===== src/rtl/scan_access_controller.sv =====
// scan_access_controller: streams 16-bit host words serially into the datapath
// scan chain (LSB first) while capturing the bits leaving on sdo and returning
// them as 16-bit words. Holds the core frozen for the duration of a pass.
module scan_access_controller #(
  parameter int unsigned CHAIN_LEN = 128
) (
  input  logic        clk,
  input  logic        rst,
  input  logic        start,
  input  logic        abort,
  output logic        busy,
  output logic        done,
  output logic        core_hold,
  input  logic [15:0] in_word,
  input  logic        in_valid,
  output logic        in_ready,
  output logic [15:0] out_word,
  output logic        out_valid,
  input  logic        out_ready,
  output logic        test,
  output logic        sdi,
  input  logic        sdo
);

  localparam int unsigned WORD_W = 16;
  localparam int unsigned BIT_W  = $clog2(WORD_W);
  localparam int unsigned WORDS  = CHAIN_LEN / WORD_W;
  localparam int unsigned CNT_W  = $clog2(WORDS) + 1;

  // Chain length must be a whole, non-zero number of words.
  generate
    if (CHAIN_LEN == 0 || (CHAIN_LEN % WORD_W) != 0) begin : g_bad_len
      $error("scan_access_controller: CHAIN_LEN must be a non-zero multiple of 16");
    end
  endgenerate

  typedef enum logic [1:0] {
    IDLE  = 2'd0,
    LOAD  = 2'd1,
    SHIFT = 2'd2,
    EMIT  = 2'd3
  } state_t;

  state_t              state;
  logic [CNT_W-1:0]    word_cnt;
  logic [BIT_W-1:0]    bit_cnt;
  logic [WORD_W-1:0]   in_sr;
  logic [WORD_W-1:0]   out_sr;
  logic                abort_act;
  logic                last_bit;
  logic                last_word;

  assign abort_act = abort && (state != IDLE);
  assign last_bit  = (bit_cnt == BIT_W'(WORD_W - 1));
  assign last_word = (word_cnt == CNT_W'(WORDS - 1));

  // Pass sequencing and all handshake/scan control outputs.
  always_ff @(posedge clk or posedge rst) begin
    if (rst) begin
      state     <= IDLE;
      word_cnt  <= '0;
      busy      <= 1'b0;
      core_hold <= 1'b0;
      done      <= 1'b0;
      in_ready  <= 1'b0;
      out_valid <= 1'b0;
      test      <= 1'b0;
      sdi       <= 1'b0;
    end else begin
      done <= 1'b0;
      if (abort_act) begin
        // Cancel wins over any handshake this cycle; chain is left mid-shift.
        state     <= IDLE;
        busy      <= 1'b0;
        core_hold <= 1'b0;
        in_ready  <= 1'b0;
        out_valid <= 1'b0;
        test      <= 1'b0;
        sdi       <= 1'b0;
      end else begin
        case (state)
          IDLE: begin
            if (start) begin
              state     <= LOAD;
              word_cnt  <= '0;
              busy      <= 1'b1;
              core_hold <= 1'b1;
              in_ready  <= 1'b1;
            end
          end
          LOAD: begin
            if (in_valid && in_ready) begin
              state    <= SHIFT;
              in_ready <= 1'b0;
              test     <= 1'b1;
              sdi      <= in_word[0];
            end
          end
          SHIFT: begin
            // sdi presents the bit that in_sr[0] will hold after this edge.
            sdi <= in_sr[1];
            if (last_bit) begin
              state     <= EMIT;
              test      <= 1'b0;
              sdi       <= 1'b0;
              out_valid <= 1'b1;
            end
          end
          EMIT: begin
            if (out_valid && out_ready) begin
              out_valid <= 1'b0;
              word_cnt  <= word_cnt + CNT_W'(1);
              if (last_word) begin
                state     <= IDLE;
                done      <= 1'b1;
                busy      <= 1'b0;
                core_hold <= 1'b0;
              end else begin
                state    <= LOAD;
                in_ready <= 1'b1;
              end
            end
          end
          default: state <= IDLE;
        endcase
      end
    end
  end

  // Serial datapath: input/capture shift registers, bit counter, output word.
  always_ff @(posedge clk or posedge rst) begin
    if (rst) begin
      in_sr    <= '0;
      out_sr   <= '0;
      bit_cnt  <= '0;
      out_word <= '0;
    end else begin
      if (state == LOAD && in_valid && in_ready && !abort) begin
        in_sr   <= in_word;
        bit_cnt <= '0;
      end else if (state == SHIFT) begin
        in_sr   <= {1'b0, in_sr[WORD_W-1:1]};
        out_sr  <= {sdo, out_sr[WORD_W-1:1]};
        bit_cnt <= bit_cnt + BIT_W'(1);
        // Capture the completed word so out_word is stable throughout EMIT.
        if (last_bit && !abort) begin
          out_word <= {sdo, out_sr[WORD_W-1:1]};
        end
      end
    end
  end

endmodule


===== config.mk =====
export PLATFORM = sky130hd
export DESIGN_NAME = scan_access_controller
export DESIGN_NICKNAME = d
export VERILOG_FILES = /design/src/rtl/scan_access_controller.sv
export SDC_FILE = /design/constraint.sdc
export NUM_CORES = 1
export LEC_CHECK = 0
export ABC_AREA = 1
export BUFFER_PORTS_ARGS = -buffer_cell sky130_fd_sc_hd__buf_2
export CAP_MARGIN = 20
export CORE_MARGIN = 5
export CORE_UTILIZATION = 55
export DETAILED_ROUTE_END_ITERATION = 7
export PLACE_DENSITY = 0.78
export SLEW_MARGIN = 20
export SYNTH_ARGS = -nofsm -noshare
export SYNTH_HDL_FRONTEND = slang
export SYNTH_SLANG_ARGS = --single-unit

===== constraint.sdc =====
create_clock -name clk -period 2.7 [get_ports clk]
set_input_delay 0.54 -clock clk [delete_from_list [all_inputs] [get_ports clk]]
set_output_delay 0.54 -clock clk [all_outputs]
set_load 0.01 [all_outputs]

==> reports/qor.csv <==
stage;metric;value;unit
clock_tree;Clk Latency, worst-skew pair;0.34;ns
power;pwr/cell area;1066;nW/um^2
drt;vias;2341;
die;die height;82.63;um
grt;grt ovf;0;
die;Placeable Area;5107;sq um
critical_path;critical path start-end classification;reg -> reg;
clock_tree;total CTS buffers;9;
critical_path;Critical Path AT;2.17;ns
die;die area;6828;sq um
clock_tree;Bufs on Longest Clock Path;2;
sta;Period Utilization, post-route;70.81;%
finish;layout cells sized above 1;22.80;%
finish;Synth-to-Final Area Change;16.82;%
finish;post-layout util;66.36;%
clock_tree;TritonCTS clock tree;built;
grt;largest net degree at the start of global routing;33;
clock_tree;CTS Root Cell;clkbuf_8;
finish;# fillers;424;
finish;area occupied by multi-input gates;1121;sq um
critical_path;CP Cell Sequence;inv_1 > ha_1 > buf_4 > nand3_1 > nor3_4 > buf_4 > nor2_1 > a21oi_1;
critical_path;WP data required;2.96;ns
yosys;Synth top area share;53.47;%
drt;DRC viols;0;
die;die width;82.63;um
min_path;Min-Delay Path Class;in -> async;
yosys;Synth Area per Inst;8.661;sq um
yosys;Post-Syn Area;2902;sq um
drt;routed wire length;5.599;mm
placement;Cell Count Post-Placement;440;
sta;Worst Tran Pin Value;0.6354;ns
clock_tree;post-CTS setup buffer count;0;
die;# rows;26;
finish;most frequent cells in the layout;nand2_1 (76), dfrtp_1 (62), nand3_1 (59), buf_2 (45), inv_1 (29);
sta;minimum clock period;1.912;ns
yosys;Ys Warns;0;
finish;Final Non-Filler Cells;456;
sta;# setup viols final;0;
job;Max Cap Viol;0;
clock_tree;CTS Hold Bufs;0;
sta;fin. max-slew vios;0;
placement;gpl congestion;0.8974;
sta;Hold Fails Final Rpt;0;
critical_path;CP max stage delay;0.44;ns
die;Initial Util;56.81;%
yosys;synth top area cells;dfrtp_1 (53%), nand3_1 (10%), nand2_1 (9.8%);
grt;Total GRT Usage;18.74;%
sta;fmax;523.0;MHz
yosys;Syn Nets;364;
critical_path;Critical Path Fanout Max;32;
yosys;cell count after synthesis;335;
drt;vias per inst;5.134;
finish;number of diodes;0;
outcome;outcome;completed;
critical_path;slowest CP cell;dfrtp_1;
drt;antenna-violating nets left;0;
sta;Slew HR;57.58;%
critical_path;CP Launch Type;flop;
sta;unrepaired setup endpoints after global routing;no;
sta;Final Skew;0.01482;ns
drt;drt initial violations;111;
grt;initial antenna violation count;0;
clock_tree;CTS H-tree depth;3;
drt;WL/cell;12.28;um
clock_tree;post-CTS sizing;0;
placement;DP HPWL;3.910;mm
placement;number of buffers inserted by port buffering;45;
critical_path;most used cell, CP;buf_4;
clock_tree;clk slew on worst S/H paths;0.08;ns
grt;first-pass GRT wire length;9.680;mm
finish;most common cell after layout, fill and taps aside;nand2_1;
power;Max IR drop VDD;0.6084;mV
finish;Final nets;410;
finish;register area;1551;sq um
yosys;synthesized flop and latch total;62;
critical_path;CP Capture Type;flop;
die;Top-Level Pins;46;
yosys;sequential share of the synthesized area;53.47;%
yosys;Yosys cell types;29;
drt;drt first pass iters;4;
power;Pleak;1.713;nW
yosys;Synth area leader;dfrtp_1;
critical_path;Worst R2R Path Depth;8;
clock_tree;Clock Sink Count;62;
grt;vias in the first global route;2171;
sta;setup TNS;0;ns
-- power by group --
group | internal [W] | total (W) | leakage, nW | switching (W)
sequential | 0.00125 | 0.00144 | 0.789 | 0.000193
combinational | 0.000460 | 0.00125 | 0.809 | 0.000792
clock | 0.000532 | 0.000920 | 0.115 | 0.000387
-- critical path: cells and delay by family, from the launching register on --
kind            cells  cell delay (ns)
compound gates      1             0.12
fa+ha+maj           1             0.20
buf+inv             3             0.69
flops               1             0.44
simple gates        3             0.37
-- kinds of logic (layout without fill, tap and decap cells) --
logic type	Yosys count	after routing	share of synthesized area (%)
flip-flops	62	62	53.47
adder cells (fa/ha/maj)	6	6	2.587
AO/OA/AOI/OAI	44	44	7.762
buffers and inverters	51	102	7.891
AND/OR/NAND/NOR	170	170	27.68
XOR/XNOR	2	2	0.6038
-- through the flow --
stage	instance area (sq um)	hold slack [ns]	setup slack [ns]	total power, W
after floorplan	2902	0.4534	0.6186	0.002371
after global routing	3390	0.3207	0.5249	0.003899
after global placement	3162	0.4673	0.8323	0.002652
after CTS	3390	0.2810	0.7866	0.003637
final	3390	0.2803	0.7881	0.003614
after detailed placement	3162	0.4734	0.8093	0.002702
-- final cells by class --
cell class / instances / area share, %
clock buffers: 9 / 3.654
repair buffers: 51 / 7.973
well taps: 70 / 2.584
flip-flops and latches: 62 / 45.77
clock inverters: 7 / 3.064
multi-input cells: 222 / 33.08
inverters: 35 / 3.876
-- final timing paths --
path	slack [ns]	startpoint	to
min in group clk	0.40	in_word[15]	in_sr[15]
min	0.28	rst	out_sr[11]
max reg2reg	0.79	state[0]	out_word[13]
min reg2reg	0.49	out_sr[1]	out_sr[1]
max	0.79	state[0]	out_word[13]
max in group asynchronous	1.71	rst	in_sr[4]
-- state kept, by name (all words and copies together), names as in the netlist --
name       flops
sdi            1
state          2
core_hold      1
bit_cnt        4
out_sr        15
done           1
in_ready       1
in_sr         15
out_word      16
test           1
word_cnt       4
out_valid      1
-- synth_stat cells (all sizes together) --
cell type,count
clkbuf,2
nor2,21
xnor2,1
o21ai,33
ha,6
nand4,3
nand3,62
or2,1
dfrtp,62
nor3b,1
nor3,1
a21oi,10
buf,14
a31oi,1
nor4,1
xor2,1
nand2,80
inv,35
-- routing by layer --
metal | up-vias | share of wire [%] | global-route usage (%)
li1 | 1186 | - | -
met1 | 1077 | 47 | 24.61
met2 | 68 | 46 | 29.57
met3 | 10 | 6.2 | 5.315
met4 | 0 | 1.3 | 7.026
met5 | - | 0 | 0
Power figures use the tool's default switching activity.
